`src/rtl/wb_elastic_buffer_pkg.sv`:
```
// wb_elastic_buffer_pkg
//
// Shared definitions for the M5-to-writeback elastic buffer:
//   WORD_SIZE        width of pc and result
//   INSTR_TYPE_SZ    width of the instruction type field
//   ROB_ENTRY_WIDTH  width of a ROB id
//   wb_entry_t       one buffered payload {instruction_type, pc, result, rob_id}
//   rob_age()        distance of a ROB id from the oldest in-flight id, modulo
//                    the ROB id space, so that ids compare correctly across wrap
package wb_elastic_buffer_pkg;

    localparam int WORD_SIZE       = 32;
    localparam int INSTR_TYPE_SZ   = 3;
    localparam int ROB_ENTRY_WIDTH = 4;

    typedef struct packed {
        logic [INSTR_TYPE_SZ-1:0]   instruction_type;
        logic [WORD_SIZE-1:0]       pc;
        logic [WORD_SIZE-1:0]       result;
        logic [ROB_ENTRY_WIDTH-1:0] rob_id;
    } wb_entry_t;

    // Unsigned subtraction in ROB_ENTRY_WIDTH bits gives the modular distance.
    function automatic logic [ROB_ENTRY_WIDTH-1:0] rob_age(
        input logic [ROB_ENTRY_WIDTH-1:0] id,
        input logic [ROB_ENTRY_WIDTH-1:0] head_id
    );
        return id - head_id;
    endfunction

endpackage

```
`src/rtl/wb_elastic_buffer_age_cmp.sv`:
```
// wb_buf_age_cmp
//
// Combinational keep mask for a selective squash. An id survives when it is
// no younger than the last surviving id, with age measured relative to the
// oldest in-flight ROB id so wrap-around of the id space is handled.
//
// Ports:
//   rob_head_id    oldest in-flight ROB id (age reference)
//   squash_rob_id  last ROB id that survives the squash
//   ids            N packed ROB ids to test
//   keep           one bit per id, 1 = survives
module wb_buf_age_cmp
    import wb_elastic_buffer_pkg::*;
#(
    parameter int N = 5
)
(
    input  logic [ROB_ENTRY_WIDTH-1:0]   rob_head_id,
    input  logic [ROB_ENTRY_WIDTH-1:0]   squash_rob_id,
    input  logic [N*ROB_ENTRY_WIDTH-1:0] ids,
    output logic [N-1:0]                 keep
);

    logic [ROB_ENTRY_WIDTH-1:0] limit_age;

    assign limit_age = rob_age(squash_rob_id, rob_head_id);

    always_comb begin
        keep = '0;
        for (int i = 0; i < N; i++) begin
            keep[i] = (rob_age(ids[i*ROB_ENTRY_WIDTH +: ROB_ENTRY_WIDTH], rob_head_id) <= limit_age);
        end
    end

endmodule

```
`src/rtl/wb_elastic_buffer.sv`:
```
// wb_elastic_buffer
//
// In-order DEPTH-entry elastic buffer between the M5 stage and writeback with
// a valid/ready handshake on both sides. Supports a full flush and, when built
// with the WB_BUF_SQUASH_EN macro, a ROB-relative selective squash that
// truncates the youngest entries.
//
// Ports:
//   clk, reset                 rising-edge clock, synchronous active-high reset
//   flush                      discard every entry at the next edge
//   in_valid / in_ready        producer handshake
//   in_instruction_type, in_pc, in_result, in_rob_id   incoming payload
//   out_valid / out_ready      writeback handshake
//   out_instruction_type, out_pc, out_result, out_rob_id  head payload
//   count                      number of occupied entries
//   squash_valid, squash_rob_id, rob_head_id   squash request
//                              (only with WB_BUF_SQUASH_EN)
module wb_elastic_buffer
    import wb_elastic_buffer_pkg::*;
#(
    parameter int DEPTH = 4
)
(
    input  logic                       clk,
    input  logic                       reset,
    input  logic                       flush,
    input  logic                       in_valid,
    output logic                       in_ready,
    input  logic [INSTR_TYPE_SZ-1:0]   in_instruction_type,
    input  logic [WORD_SIZE-1:0]       in_pc,
    input  logic [WORD_SIZE-1:0]       in_result,
    input  logic [ROB_ENTRY_WIDTH-1:0] in_rob_id,
    output logic                       out_valid,
    input  logic                       out_ready,
    output logic [INSTR_TYPE_SZ-1:0]   out_instruction_type,
    output logic [WORD_SIZE-1:0]       out_pc,
    output logic [WORD_SIZE-1:0]       out_result,
    output logic [ROB_ENTRY_WIDTH-1:0] out_rob_id,
    output logic [$clog2(DEPTH):0]     count
`ifdef WB_BUF_SQUASH_EN
    ,
    input  logic                       squash_valid,
    input  logic [ROB_ENTRY_WIDTH-1:0] squash_rob_id,
    input  logic [ROB_ENTRY_WIDTH-1:0] rob_head_id
`endif
);

    localparam int PTR_W = $clog2(DEPTH);
    localparam int CNT_W = PTR_W + 1;

    wb_entry_t        mem [DEPTH];
    wb_entry_t        in_entry;
    logic [PTR_W-1:0] head, tail;
    logic [PTR_W-1:0] head_nxt, tail_nxt, wr_ptr;
    logic [CNT_W-1:0] count_q, count_nxt;
    logic             wr_en;
    logic             push, pop;

    assign in_entry = '{instruction_type: in_instruction_type,
                        pc:               in_pc,
                        result:           in_result,
                        rob_id:           in_rob_id};

    // Ready comes from registered occupancy only, so a full buffer never
    // accepts a push even when the head is popped in the same cycle.
    assign in_ready  = (count_q < CNT_W'(DEPTH));
    assign out_valid = (count_q != '0);
    assign push      = in_valid && in_ready;
    assign pop       = out_valid && out_ready;
    assign count     = count_q;

    assign out_instruction_type = mem[head].instruction_type;
    assign out_pc               = mem[head].pc;
    assign out_result           = mem[head].result;
    assign out_rob_id           = mem[head].rob_id;

`ifdef WB_BUF_SQUASH_EN
    logic [(DEPTH+1)*ROB_ENTRY_WIDTH-1:0] cmp_ids;
    logic [DEPTH:0]                       cmp_keep;
    logic [CNT_W-1:0]                     survivors;
    logic                                 pop_sq, push_sq;

    // Stored ids plus the incoming id in the top slot, so the incoming entry
    // is judged by exactly the same age test as the stored ones.
    always_comb begin
        cmp_ids = '0;
        for (int i = 0; i < DEPTH; i++) begin
            cmp_ids[i*ROB_ENTRY_WIDTH +: ROB_ENTRY_WIDTH] = mem[i].rob_id;
        end
        cmp_ids[DEPTH*ROB_ENTRY_WIDTH +: ROB_ENTRY_WIDTH] = in_rob_id;
    end

    wb_buf_age_cmp #(
        .N (DEPTH + 1)
    ) u_age_cmp (
        .rob_head_id   (rob_head_id),
        .squash_rob_id (squash_rob_id),
        .ids           (cmp_ids),
        .keep          (cmp_keep)
    );

    // Survivors are counted over occupied slots walking from the head, so
    // stale ids in free slots never contribute.
    always_comb begin
        survivors = '0;
        for (int i = 0; i < DEPTH; i++) begin
            if ((CNT_W'(i) < count_q) && cmp_keep[PTR_W'(head + PTR_W'(i))]) begin
                survivors = survivors + CNT_W'(1);
            end
        end
    end

    assign pop_sq  = pop && cmp_keep[head];
    assign push_sq = push && cmp_keep[DEPTH];
`endif

    // Next-state pointers and occupancy: flush beats squash beats normal flow.
    always_comb begin
        head_nxt  = head;
        tail_nxt  = tail;
        count_nxt = count_q;
        wr_en     = 1'b0;
        wr_ptr    = tail;
        if (flush) begin
            head_nxt  = '0;
            tail_nxt  = '0;
            count_nxt = '0;
        end
`ifdef WB_BUF_SQUASH_EN
        else if (squash_valid) begin
            // Survivors form a prefix from the head, so the first free slot
            // after truncation sits at head + survivors.
            wr_en     = push_sq;
            wr_ptr    = head + survivors[PTR_W-1:0];
            head_nxt  = head + PTR_W'(pop_sq);
            count_nxt = survivors + CNT_W'(push_sq) - CNT_W'(pop_sq);
            tail_nxt  = head_nxt + count_nxt[PTR_W-1:0];
        end
`endif
        else begin
            wr_en     = push;
            head_nxt  = head + PTR_W'(pop);
            tail_nxt  = tail + PTR_W'(push);
            count_nxt = count_q + CNT_W'(push) - CNT_W'(pop);
        end
    end

    // Control state: only pointers and count are reset.
    always_ff @(posedge clk) begin
        if (reset) begin
            head    <= '0;
            tail    <= '0;
            count_q <= '0;
        end else begin
            head    <= head_nxt;
            tail    <= tail_nxt;
            count_q <= count_nxt;
        end
    end

    // Payload storage is never cleared; reset only blocks the write.
    always_ff @(posedge clk) begin
        if (!reset && wr_en) begin
            mem[wr_ptr] <= in_entry;
        end
    end

endmodule

```
`config.mk`:
```
export PLATFORM = sky130hd
export DESIGN_NAME = wb_elastic_buffer
export DESIGN_NICKNAME = d
export VERILOG_FILES = /design/src/rtl/wb_elastic_buffer_pkg.sv /design/src/rtl/wb_elastic_buffer_age_cmp.sv /design/src/rtl/wb_elastic_buffer.sv
export SDC_FILE = /design/constraint.sdc
export NUM_CORES = 1
export LEC_CHECK = 0
export BUFFER_PORTS_ARGS = -buffer_cell sky130_fd_sc_hd__buf_2
export CAP_MARGIN = 10
export CELL_PAD_IN_SITES_DETAIL_PLACEMENT = 0
export CELL_PAD_IN_SITES_GLOBAL_PLACEMENT = 1
export CORE_AREA = 2 2 144 146
export DETAILED_ROUTE_END_ITERATION = 16
export DIE_AREA = 0 0 146 148
export HOLD_SLACK_MARGIN = 0.02
export PLACE_DENSITY = 0.85
export SYNTH_ARGS = -nofsm -noshare
export SYNTH_HDL_FRONTEND = slang
export SYNTH_SLANG_ARGS = --single-unit
export TNS_END_PERCENT = 50
```
`constraint.sdc`:
```
create_clock -name clk -period 12.6 [get_ports clk]
set_clock_uncertainty 0.1 [all_clocks]
set_input_delay 2.52 -clock clk [delete_from_list [all_inputs] [get_ports clk]]
set_output_delay 2.52 -clock clk [all_outputs]
set_load 0.02 [all_outputs]
```
---- Word-level counts from Yosys, hierarchy flattened ----
Memory sizes are Yosys's and may differ from the RTL's. A register that Yosys moved wholly into a read port is not among the register bits.
Cells that the tools add are included.
cells by class
  add/subtract/negate cells ............... 4
  multiply operators ...................... 0
  div/mod/pow operators ................... 0
  order comparisons ....................... 1
  eq/ne operators ......................... 0
  shift-type cells ........................ 0
  multiplexer cells ....................... 4
  bitwise logic cells ..................... 0
  reduce and logical (&&, ||, !) cells .... 6
operators with widths
  kind                                                count
  2-bit by 1-bit adder with 2-bit output              2
  3-bit by 1-bit adder with 3-bit output              1
  1-bit logical AND                                   3
  3-bit less-than comparator (second input constant)  1
  1-bit two-way mux                                   3
  3-bit nonzero test                                  1
  3-bit by 1-bit subtractor with 3-bit output         1
  2-bit two-way mux                                   1
  2-bit OR reduction                                  1
  1-bit logical NOT                                   1
storage, ports and cells
  register bits after elaboration ......... 7
  bits in latches ......................... 0
  memory bits (writable) .................. 284
  memory bits (read-only) ................. 0
  bits of input ports ..................... 76
  output and inout bits ................... 76
  memories ................................ 1
memory list
  name  depth  width  rd ports  clocked after Yosys merged registers in  wr ports  line                     text
  mem   4      71     1         1                                        1         wb_elastic_buffer.sv:51  wb_entry_t mem [DEPTH];

---- Longest topological paths before layout ----
Gate-level depths: netlist of run 1.
  depth after elaboration ................. 6
  depth in mapped cells ................... 7
  mapped depth without buffers ............ 7

---- Worst setup path before layout of run 1 ----
Ideal clock, no wire load.
  path kind ............................... input to register
  start ................................... input flush
  end ..................................... memory mem[0][0] in the netlist's numbering, enable pin
  setup time .............................. 0.588 ns
  arrival ................................. 8.005 ns
  required time ........................... 11.912 ns
  path slack .............................. 3.908 ns
  cell stages on the path ................. 3
  buffers on the path ..................... 1
  cells stage by stage .................... buf_6 > or4b_4 > nor3_1
on the way
  longest elaborated chain between the ends .. 4
ends and longest elaborated chain
  what                                     line                      text
  start: declaration                       wb_elastic_buffer.sv:26   input logic flush,
  1-bit two-way mux                        wb_elastic_buffer.sv:124  if (flush) begin
  1-bit logical AND                        wb_elastic_buffer.sv:163  if (!reset && wr_en) begin
  1-bit two-way mux                        wb_elastic_buffer.sv:163
  1-bit two-way mux (not written as such)  wb_elastic_buffer.sv:164  mem[wr_ptr] <= in_entry;
  end: declaration                         wb_elastic_buffer.sv:51
Every way passes these cells.

==> results of run 1 <==
==> final timing paths <==
check | from | to | slack (ns) | cells past startpoint
max | head[0]$_SDFF_PP0_ | out_pc[3] | 7.01 | 3
min | tail[1]$_SDFF_PP0_ | tail[1]$_SDFF_PP0_ | 0.57 | 2
max reg2reg | count[2]$_SDFF_PP0_ | mem[3][8]$_DFFE_PP_ | 10.32 | 2
min reg2reg | tail[1]$_SDFF_PP0_ | tail[1]$_SDFF_PP0_ | 0.57 | 2
==> worst reg2reg max path, stage by stage, from the launching register on <==
cell	delay (ns)
dfxtp_1	0.37
nor2b_1	0.33
and4_4	1.01
==> cells by family (layout without fill, tap and decap cells) <==
kind of cell,count (synthesis),after routing,share of synthesized area [%]
buf+inv,20,213,1.44
other cells,0,2,0
mux,73,73,15.2
flops,291,291,81.2
compound gates,2,2,0.152
xor+xnor,3,3,0.375
simple gates,18,18,1.17
fa+ha+maj,3,3,0.422
==> per-layer routing <==
metal | up-vias | wire length [µm] | track usage (%) | part of all wire, %
met2 | 176 | 9250 | 29.1 | 49
met4 | 0 | 316 | 4.03 | 1.7
met1 | 2537 | 7710 | 24.1 | 41
met3 | 32 | 1510 | 4.78 | 8.0
li1 | 2117 | - | - | -
met5 | - | 0 | 0 | 0
==> final cells by class <==
cell class                 instances  area, µm²  area share (%)
sequential                       291       8680            68.7
multi-input combinational         99       1870            14.8
clock buffer                      43        808            6.40
timing repair buffer             158        808            6.40
tap                              270        338            2.67
clock inverter                    10        125           0.990
inverter                           2       7.51          0.0594
antenna                            2       5.00          0.0396
==> registers in the layout, summed over array words and instances (netlist names) <==
name	flops
mem	284
tail	2
head	2
count	3
==> cell usage after synthesis (2+ instances only) <==
library cell	instances	area, µm²
and2_1	2	12.5
buf_2	6	30.0
buf_4	3	22.5
buf_6	8	90.1
dfxtp_1	7	140
edfxtp_1	284	8530
ha_1	2	25.0
inv_1	2	7.51
mux2_2	2	22.5
mux4_2	71	1600
nor2_1	2	7.51
nor3_1	6	30.0
nor3b_1	2	15.0
nor3b_2	2	25.0
xnor2_1	2	17.5
==> metrics by stage <==
step	instances	total power [mW]	hold WS, ns
floorplan	410	1.15	0.439
global placement	820	1.18	0.507
global route	873	2.06	0.594
CTS	873	2.02	0.565
detailed placement	820	1.19	0.533
finish	875	2.00	0.568
==> report_power, final <==
group	switching (mW)	internal [mW]
Combinational	0.0495	0.0366
Clock	0.330	0.502
Sequential	0.00642	1.07
Total	0.386	1.61
==> flow_summary.ini, run 1 <==
[clock_tree]
post_cts_resized = 0
root_buffer = clkbuf_16
cts_hold_buf = 0
postCtsSetupRepairBufs = 0
tritoncts = built
cts_made_buffers = 29
clk_pin_slew_ns = 0.06
clk_latency_ns = 0.53
cts_buffer_depth = 3
cts_sinks = 291
htree_num_levels = 1

[route]
vias_per_cell = 5.56
drt_wl_total_um = 18800
drc = 0
dr.pass1.iters = 4
post_drt_wl_per_cell_um = 21.5
routed-via-count = 4862
drtIter0Drc = 342
ant_nets = 0

[place]
hpwl_um = 10700
gp_congestion = 0.771
pre_cts_ws_ns = 7.49
dpl_cell_area_um2 = 11700
numPortBuffers = 151

[global_route]
track_usage_pct = 17.7
grt_max_degree = 74
grt_pass1_vias = 5300
grt_pass1_wl_um = 29400
grt_overflow = 0
antenna_found_initial = 2

[yosys]
synth_area_per_cell_um2 = 26.0
syn-cell-area_um2 = 10700
syn_inst = 410
synth_cell_types = 24
synth_edf_count = 284
synthArstFlopShare_pct = 0
ys_seq_elements = 291
synth_fp_nets = 489
ys_seq_area_share_pct = 81.2
yosys_warnings = 0
synth-main-ff-cell = edfxtp_1

[timing]
finalHoldViolCount = 0
rsz0062_at_grt = no
worst_slew_pin_slew_ns = 1.10
setup_ws_ns = 7.01
fmax_mhz = 179
drv_slew = 0
fin_crit_sh_pct = 44.4
setup-violations-final = 0
period_needed_ns = 5.59
worst_slew_margin_rel_pct = 26.4
fin_setup_tns_ns = 0

[floorplanning]
num_io_pins = 152
die_x_um = 146
core_area_um2 = 20000
row_count = 52
dieArea_um2 = 21600
initial_core_util_pct = 53.2
die_h_um = 148

[worst_setup_path]
end_kind = primary output
slowest_stage = dfxtp_4
required_ns = 9.98
cpPeakStageDelay_ns = 0.77
crit_family = buffers and inverters
arrival_ns = 2.97
path_max_fanout = 40
crit_buf_inv = 2
critPathKind = register to primary output
path_cells = buf_4 > mux4_2 > buf_2
cp-start-kind = register

[power]
ir_drop_mv = 0.112
leakagePower_nw = 4.17
power_density_nw_per_um2 = 158

[layout]
fillers = 1400
final_common_cell = edfxtp_1
drive_gt1_share_pct = 46.1
final_core_util_pct = 63.1
nets = 660
design_area_um2 = 12600
syn_to_final_growth_pct = 18.4
layout_common_cells = 284 x edfxtp_1, 151 x buf_2, 71 x mux4_2, 29 x clkbuf_16, 11 x clkbuf_1

[hold_path]
hp-class = register to register

[status]
outcome = completed

[flow_run]
cap_violations = 0
No activity file was read; power rests on OpenSTA's default activity.
==> run 2: changes to the inputs <==
Settings changed: CORE_AREA 2 2 144 146 to 2 2 157 159, DIE_AREA 0 0 146 148 to 0 0 159 161, PLACE_DENSITY 0.85 to 0.77.
Clock period 12.6 ns to 4.79 ns, I/O delays scaled along.
==> run 2 against run 1 <==
Net effect:
- wire length down 1.1%
- final area grew 1.0%
- clock power grew to 2.8 times the previous value
- first-iteration DRC count is 7.0% higher
- non-clock buffer count decreased by 3
- largest cell class unchanged
==> flow_summary.ini, run 2 (synthesized netlist as in run 1, its figures left out) <==
[floorplanning]
num_io_pins = 152
die_x_um = 159
dieArea_um2 = 25600
core_area_um2 = 24000
die_h_um = 161
row_count = 57
initial_core_util_pct = 44.5

[clock_tree]
post_cts_resized = 0
cts_buffer_depth = 3
tritoncts = built
htree_num_levels = 1
clk_latency_ns = 0.54
cts_sinks = 291
cts_hold_buf = 0
postCtsSetupRepairBufs = 0
cts_made_buffers = 29
root_buffer = clkbuf_16
clk_pin_slew_ns = 0.06

[timing]
period_needed_ns = 3.60
rsz0062_at_grt = no
drv_slew = 0
fmax_mhz = 278
worst_slew_pin_slew_ns = 1.12
fin_crit_sh_pct = 75.2
finalHoldViolCount = 0
setup_ws_ns = 1.19
setup-violations-final = 0
fin_setup_tns_ns = 0
worst_slew_margin_rel_pct = 25.4
whs_ns = 0.537

[global_route]
track_usage_pct = 14.6
antenna_found_initial = 3
grt_overflow = 0
grt_pass1_vias = 5318
grt_pass1_wl_um = 29100
grt_max_degree = 74

[route]
vias_per_cell = 5.22
post_drt_wl_per_cell_um = 20.2
routed-via-count = 4815
drc = 0
drt_wl_total_um = 18600
ant_nets = 0
dr.pass1.iters = 4
drtIter0Drc = 366

[worst_setup_path]
required_ns = 3.73
end_kind = primary output
cp-start-kind = register
r2r_cells = 3
critPathKind = register to primary output
crit_start = head[0]$_SDFF_PP0_
path_max_fanout = 38
rr_startpoint = count[2]$_SDFF_PP0_
arrival_ns = 2.54

[place]
hpwl_um = 10400
pre_cts_ws_ns = 1.55
gp_congestion = 0.715
dpl_cell_area_um2 = 11800
place_inst = 871
numPortBuffers = 151

[layout]
largest_reg_flops = 284
fillers = 1885
drive_gt1_share_pct = 46.6
final_common_cell = edfxtp_1
nets = 657
seqCellArea_um2 = 8680
fin_cells = 922
final_core_util_pct = 53.3
layout_common_cells = 284 x edfxtp_1, 151 x buf_2, 71 x mux4_2, 29 x clkbuf_16, 7 x clkinv_2
multi_input_area_um2 = 1870
design_area_um2 = 12800
syn_to_final_growth_pct = 19.6
top_register = mem

[hold_path]
min_path_cells = 1
hp-class = primary input to register
worstHoldStart = in_pc[27]

[power]
power_density_nw_per_um2 = 421
ir_drop_mv = 0.339
finalPower_mw = 5.37
leakagePower_nw = 4.18

[status]
outcome = completed

[flow_run]
cap_violations = 0
## run 2: cell types whose count changed in the layout (fill, tap and decap cells not counted), moves of 3 or more
| cell | change |
|---|---|
| buf_12 | +3 |
| buf_4 | -6 |
| bufinv_16 | +3 |
| clkbuf_1 | -7 |
| clkbuf_8 | -3 |
| clkinv_2 | +3 |
## run 2: layout make-up
cell class | count | share of cell area, %
Timing Repair Buffer | 155 | 6.45
Inverter | 2 | 0.0588
Antenna cell | 1 | 0.0196
Multi-Input combinational cell | 99 | 14.7
Tap cell | 324 | 3.18
Sequential cell | 291 | 68.0
Clock inverter | 17 | 1.83
Clock buffer | 33 | 5.80
## run 2: critical path, cell delays in order (launching register included)
cell     delay, ns
dfxtp_4       0.85
buf_12        0.38
mux4_2        0.57
buf_2         0.18
## run 2: final timing paths
kind                          endpoint  slack [ns]
hold / removal    mem[1][63]$_DFFE_PP_        0.54
setup / recovery        out_result[27]        1.19
setup reg to reg  mem[0][12]$_DFFE_PP_        2.29
hold reg to reg     tail[1]$_SDFF_PP0_        0.58
## run 2: power breakdown
group / internal [mW] / switching, mW
logic: 0.0973 / 0.130
clock network: 1.42 / 0.876
registers: 2.83 / 0.0173
total: 4.34 / 1.02
## run 2: routing by layer
| metal | up-vias | wire length [µm] | share of wire (%) | GRT usage [%] |
|---|---|---|---|---|
| met4 | 2 | 296 | 1.6 | 3.76 |
| met5 | - | 13 | 0.070 | 0 |
| met1 | 2523 | 7330 | 39 | 17.7 |
| met2 | 152 | 9460 | 51 | 25.4 |
| li1 | 2107 | - | - | - |
| met3 | 31 | 1480 | 8.0 | 4.78 |
